$ cat src/rtl/pipe_alu_datapath.sv
// Three-stage register/ALU datapath: RD (regfile read + forwarding), EX (ALU), WB (regfile write).
// One instruction per cycle, full forwarding from EX and WB, external stall and EX-stage flush.
module pipe_alu_datapath #(
   parameter  int WIDTH = 32,
   parameter  int NREGS = 32,
   localparam int AW    = $clog2(NREGS)
) (
   input  logic             clk,
   input  logic             rst,
   input  logic             in_valid,
   output logic             in_ready,
   input  logic [AW-1:0]    in_rs,
   input  logic [AW-1:0]    in_rt,
   input  logic [AW-1:0]    in_rd,
   input  logic [15:0]      in_imm,
   input  logic             in_imm_zext,
   input  logic             in_src_b,
   input  logic [2:0]       in_alu_op,
   input  logic             in_reg_write,
   input  logic             stall,
   input  logic             flush,
   output logic             out_valid,
   output logic [AW-1:0]    out_rd,
   output logic [WIDTH-1:0] out_result,
   output logic             out_zero,
   output logic             out_overflow,
   input  logic [AW-1:0]    dbg_addr,
   output logic [WIDTH-1:0] dbg_data
);
   localparam int SW = $clog2(WIDTH);

   logic [WIDTH-1:0] r_regs [NREGS];

   logic             r_s1_valid, r_s1_we;
   logic [AW-1:0]    r_s1_rd;
   logic [2:0]       r_s1_op;
   logic [WIDTH-1:0] r_s1_a, r_s1_b;

   logic             r_s2_valid, r_s2_we, r_s2_zero, r_s2_ovf;
   logic [AW-1:0]    r_s2_rd;
   logic [WIDTH-1:0] r_s2_result;

   logic             w_acc, w_s1_fwd, w_s2_fwd, w_ex_ovf, w_s1_adv;
   logic signed [15:0] w_imm_s;
   logic [WIDTH-1:0] w_imm_ext, w_a, w_b_reg, w_b, w_ex_result, w_sum, w_diff;

   assign in_ready = ~stall & ~flush;
   assign w_acc    = in_valid & in_ready;
   assign w_s1_adv = r_s1_valid & ~flush;

   assign w_imm_s   = in_imm;
   assign w_imm_ext = in_imm_zext ? WIDTH'(in_imm) : WIDTH'(w_imm_s);

   // Youngest producer wins; register 0 is never forwarded.
   assign w_s1_fwd = r_s1_valid & r_s1_we;
   assign w_s2_fwd = r_s2_valid & r_s2_we;
   assign w_a      = (in_rs == '0) ? '0 :
                     (w_s1_fwd && r_s1_rd == in_rs) ? w_ex_result :
                     (w_s2_fwd && r_s2_rd == in_rs) ? r_s2_result : r_regs[in_rs];
   assign w_b_reg  = (in_rt == '0) ? '0 :
                     (w_s1_fwd && r_s1_rd == in_rt) ? w_ex_result :
                     (w_s2_fwd && r_s2_rd == in_rt) ? r_s2_result : r_regs[in_rt];
   assign w_b      = in_src_b ? w_imm_ext : w_b_reg;

   assign w_sum  = r_s1_a + r_s1_b;
   assign w_diff = r_s1_a - r_s1_b;

   always_comb begin
      w_ex_result = '0;
      w_ex_ovf    = 1'b0;
      case (r_s1_op)
         3'b000: w_ex_result = r_s1_a & r_s1_b;
         3'b001: w_ex_result = r_s1_a | r_s1_b;
         3'b010: begin
            w_ex_result = w_sum;
            w_ex_ovf    = (r_s1_a[WIDTH-1] == r_s1_b[WIDTH-1]) && (w_sum[WIDTH-1] != r_s1_a[WIDTH-1]);
         end
         3'b011: w_ex_result = r_s1_a ^ r_s1_b;
         3'b100: w_ex_result = ~(r_s1_a | r_s1_b);
         3'b101: w_ex_result = r_s1_a >> r_s1_b[SW-1:0];
         3'b110: begin
            w_ex_result = w_diff;
            w_ex_ovf    = (r_s1_a[WIDTH-1] != r_s1_b[WIDTH-1]) && (w_diff[WIDTH-1] != r_s1_a[WIDTH-1]);
         end
         default: w_ex_result = {{(WIDTH-1){1'b0}}, ($signed(r_s1_a) < $signed(r_s1_b))};
      endcase
   end

   always_ff @(posedge clk or posedge rst) begin
      if (rst) begin
         r_s1_valid  <= 1'b0;
         r_s1_we     <= 1'b0;
         r_s1_rd     <= '0;
         r_s1_op     <= '0;
         r_s1_a      <= '0;
         r_s1_b      <= '0;
         r_s2_valid  <= 1'b0;
         r_s2_we     <= 1'b0;
         r_s2_zero   <= 1'b0;
         r_s2_ovf    <= 1'b0;
         r_s2_rd     <= '0;
         r_s2_result <= '0;
         for (int i = 0; i < NREGS; i++) r_regs[i] <= '0;
      end else begin
         if (flush) begin
            r_s1_valid <= 1'b0;
         end else if (!stall) begin
            r_s1_valid <= w_acc;
            if (w_acc) begin
               r_s1_we <= in_reg_write;
               r_s1_rd <= in_rd;
               r_s1_op <= in_alu_op;
               r_s1_a  <= w_a;
               r_s1_b  <= w_b;
            end
         end
         // A flushed EX instruction becomes a bubble instead of moving to WB.
         if (!stall) begin
            r_s2_valid <= w_s1_adv;
            if (w_s1_adv) begin
               r_s2_we     <= r_s1_we;
               r_s2_rd     <= r_s1_rd;
               r_s2_result <= w_ex_result;
               r_s2_zero   <= (w_ex_result == '0);
               r_s2_ovf    <= w_ex_ovf;
            end
            if (r_s2_valid && r_s2_we && r_s2_rd != '0) r_regs[r_s2_rd] <= r_s2_result;
         end
      end
   end

   assign out_valid    = r_s2_valid;
   assign out_rd       = r_s2_rd;
   assign out_result   = r_s2_result;
   assign out_zero     = r_s2_zero;
   assign out_overflow = r_s2_ovf;
   assign dbg_data     = (dbg_addr == '0) ? '0 : r_regs[dbg_addr];
endmodule

$ cat config.mk
export PLATFORM = sky130hd
export DESIGN_NAME = pipe_alu_datapath
export DESIGN_NICKNAME = d
export VERILOG_FILES = /design/src/rtl/pipe_alu_datapath.sv
export SDC_FILE = /design/constraint.sdc
export NUM_CORES = 2
export LEC_CHECK = 0
export BUFFER_PORTS_ARGS = -buffer_cell sky130_fd_sc_hd__buf_4
export CAP_MARGIN = 25
export CORE_ASPECT_RATIO = 2
export CORE_UTILIZATION = 50
export DETAILED_ROUTE_END_ITERATION = 10
export MAX_ROUTING_LAYER = met4
export PLACE_DENSITY = 0.69
export SLEW_MARGIN = 0
export SYNTH_ARGS = -nofsm -noshare
export SYNTH_HDL_FRONTEND = slang
export SYNTH_SLANG_ARGS = --single-unit
$ cat constraint.sdc
create_clock -name clk -period 37.5 [get_ports clk]
set_input_delay 3.75 -clock clk [delete_from_list [all_inputs] [get_ports clk]]
set_output_delay 3.75 -clock clk [all_outputs]
set_load 0.05 [all_outputs]
==> impl_metrics.toml <==
[final_layout]
fin_cells = 7225
final_area_sq_um = 81700
drive_above_1_share = 0.480
finalNetCount = 5347
syn2layout_area_growth_pct = 8.94

[die]
core_area_sq_um = 149000
die_area_sq_um = 152000
fp.dieH_um = 550
ios = 120
start_util = 0.505
row_count = 200
die_x_um = 276

[yosys]
synth_edf_count = 0
synth_top_area_frac = 0.380
synth_seq_cells = 1139
syn-cell-area_sq_um = 75000
ys.flop_type = "dfrtp_1"
synthDistinctLibCells = 84
synthTopCellsByArea = "dfrtp_1 38%, mux4_2 30%, mux2_2 15%"
synthCells = 5404
synth_area_per_cell_sq_um = 13.9
ys_warn_count = 0
async_reset_ff_frac = 1.00
ys_seq_area_frac = 0.380
synth_fp_nets = 5557
synth_area_leader_cell = "dfrtp_1"

[power]
leakage_uw = 0.0365
ir_drop_uv = 41.3
power_density_nw_per_um2 = 38.9

[placed_design]
place.gp.congestion = 1.09
post_dp_cell_area_sq_um = 77700
place.port_buffers = 119
dp_cells = 6991
hpwl_um = 170000

[timing]
slew_viol_final = 0
rsz0062_at_grt = "no"
relSlewSlack = 0.181
finalSetupTns_ps = 0
fin_crit_ps = 12560
worst_pin_slew_ps = 1220
period_share = 0.335
fmax_mhz = 79.6
clock_skew_ps = 34.6
setup_violations = 0
hold_viol_final = 0

[global_routing]
grt_first_pass_wirelength_um = 399000
grt_pass1_vias = 55300
grt_max_degree = 177
grt_usage = 0.384
antenna_found_initial = 19
overflow = 0

[clock_tree]
htree_levels = 3
hold_buffers = 0
cts_tree = "yes"
clock_path_buffers = 3
cts_post_setup_buffers_inserted = 0
ctsResizeCount = 0
clkSinkCount = 1139
clk_pin_slew_worst_paths_ps = 70
cts_buffers = 103
cts_root_buffer = "clkbuf_16"
clock_latency_ps = 740

[run_status]
status = "finished clean"

[worst_setup_path]
crit_start = "dbg_addr[1]"
cp_common_cell = "buf_4"
cp.arrival_ps = 8810
cp-endpoint = "dbg_data[27]"
r2r_cells = 13
r2r-start = "r_s1_a[9]"
end_kind = "primary output"
cpPeakStageDelay_ps = 850
cp_max_fo = 94
rr_endpoint = "out_zero"
crit_path_start_kind = "primary input"
crit_type = "primary input to primary output"
required_ps = 33750
r2r_slack_ps = 30840
slowest_stage = "buf_4"
cp_cell_sequence = "buf_8 -> buf_4 -> buf_4 -> buf_4 -> mux4_2 -> mux4_2 -> mux2i_1 -> nor2_1 -> buf_4"

[route]
first_iter_violations = 6393
drt-vias-per-instance = 7.48
drtAntennaViolNets = 0
route.vias.total = 54000
avgRoutedWirePerCell_um = 38.2
drc = 0
drtPass1Iterations = 7
drt-total-wl_um = 276000

[min_path]
min_path_type = "register to register"

[flow_run]
drv_cap = 0
## stage by stage
step | power, uW | hold WS, ps | setup slack [ps] | util
6_report | 3180 | 420 | 24940 | 0.550
3_3_place_gp | 1980 | 397 | 25140 | 0.521
5_1_grt | 3260 | 435 | 24820 | 0.550
4_1_cts | 3150 | 420 | 25010 | 0.547
2_1_floorplan | 1740 | 446 | 1670 | -
3_5_place_dp | 2000 | 404 | 24990 | 0.523
## where the power goes
| part | internal, uW | switching (uW) |
|---|---|---|
| combinational | 203 | 509 |
| sequential | 1260 | 45.1 |
| clock | 645 | 521 |
## metal layers
metal  GRT usage  vias to the layer above  routed length, um  part of all wire
li1            -                    20900                  -                 -
met1       0.422                    28400              90200              0.33
met2       0.585                     3496             133000              0.48
met3       0.105                     1235              26100             0.094
met4       0.302                        0              27400             0.099
met5           -                        -                  0                 0
## critical path: cells and delay by family
family / cells / cell delay [ps]
muxes: 3 / 1550
and+or+nand+nor: 1 / 90
buffers and inverters: 5 / 3240
## logic make-up after synthesis
logic type	count (synthesis)	share of synthesized area
muxes	2142	0.467
DFF	1139	0.380
buffers and inverters	707	0.0360
AOI/OAI and AO/OA	639	0.0563
and+or+nand+nor	632	0.0380
adders and majority gates	106	0.0179
xor gates and xnor gates	39	0.00455
## flip-flops by register name, indices dropped and copies added (netlist names), 3 cells and up
register and flops:
out_rd 5, out_result 32, r_regs 1024, r_s1_a 32, r_s1_b 32, r_s1_op 3, r_s1_rd 5
## synthesized netlist by cell type, types with 35 or more instances
master / number
mux4_2: 985
buf_1: 187
a21oi_1: 149
clkbuf_1: 396
mux2_2: 1010
mux2i_1: 138
nand2_1: 270
o21ai_0: 162
ha_1: 104
nor2_1: 168
dfrtp_1: 1139
inv_1: 99
a211oi_1: 35
o211ai_1: 68
## layout by cell type, fill, tap and decap left out, types with 11 or more instances in the layout
| cell type | Yosys | routed |
|---|---|---|
| dfrtp_1 | 1139 | 1135 |
| mux2_2 | 1010 | 1010 |
| mux4_2 | 985 | 985 |
| nand2_1 | 270 | 251 |
| buf_4 | 4 | 247 |
| o21ai_0 | 162 | 161 |
| nor2_1 | 168 | 159 |
| a21oi_1 | 149 | 147 |
| mux2i_1 | 138 | 137 |
| ha_1 | 104 | 104 |
| clkbuf_16 | 0 | 104 |
| inv_1 | 99 | 98 |
| o211ai_1 | 68 | 68 |
| a211oi_1 | 35 | 35 |
| nor3_1 | 33 | 32 |
| nand3_1 | 30 | 30 |
| a221oi_1 | 30 | 30 |
| xnor2_1 | 27 | 27 |
| clkinv_2 | 0 | 26 |
| o31ai_1 | 23 | 23 |
| nand4_1 | 23 | 23 |
| diode_2 | 0 | 22 |
| nor4_1 | 21 | 21 |
| clkbuf_8 | 0 | 21 |
| nand2_4 | 0 | 17 |
| a21o_1 | 17 | 17 |
| clkbuf_1 | 396 | 15 |
| buf_16 | 0 | 15 |
| a31oi_1 | 14 | 14 |
| and2_1 | 13 | 13 |
| bufinv_16 | 0 | 13 |
| a211o_1 | 12 | 12 |
| xor2_1 | 12 | 12 |
| o21bai_1 | 11 | 11 |
| o221ai_1 | 11 | 11 |
## area by class of cell
type	count	area [sq um]
sequential	1139	28500
fill	11900	66900
timing repair buffer	288	2610
clock buffer	140	2950
inverter	104	398
antenna	22	55.1
tap	1919	2400
multi-input combinational	3558	44100
clock inverter	55	689
## worst min path at each step
| stage | startpoint | endpoint | slack [ps] | depth (start not counted) |
|---|---|---|---|---|
| final | r_regs[1005] | r_regs[1005] | 420 | 0 |
| after global routing | r_regs[1017] | r_regs[1017] | 440 | 0 |
| after CTS | r_regs[1005] | r_regs[1005] | 420 | 0 |
| after detailed placement | r_regs[998] | r_regs[998] | 400 | 0 |
| after global placement | r_regs[1005] | r_regs[1005] | 400 | 0 |
| after floorplan | r_s2_we | r_s2_we | 450 | 2 |
Power figures use the tool's default switching activity.
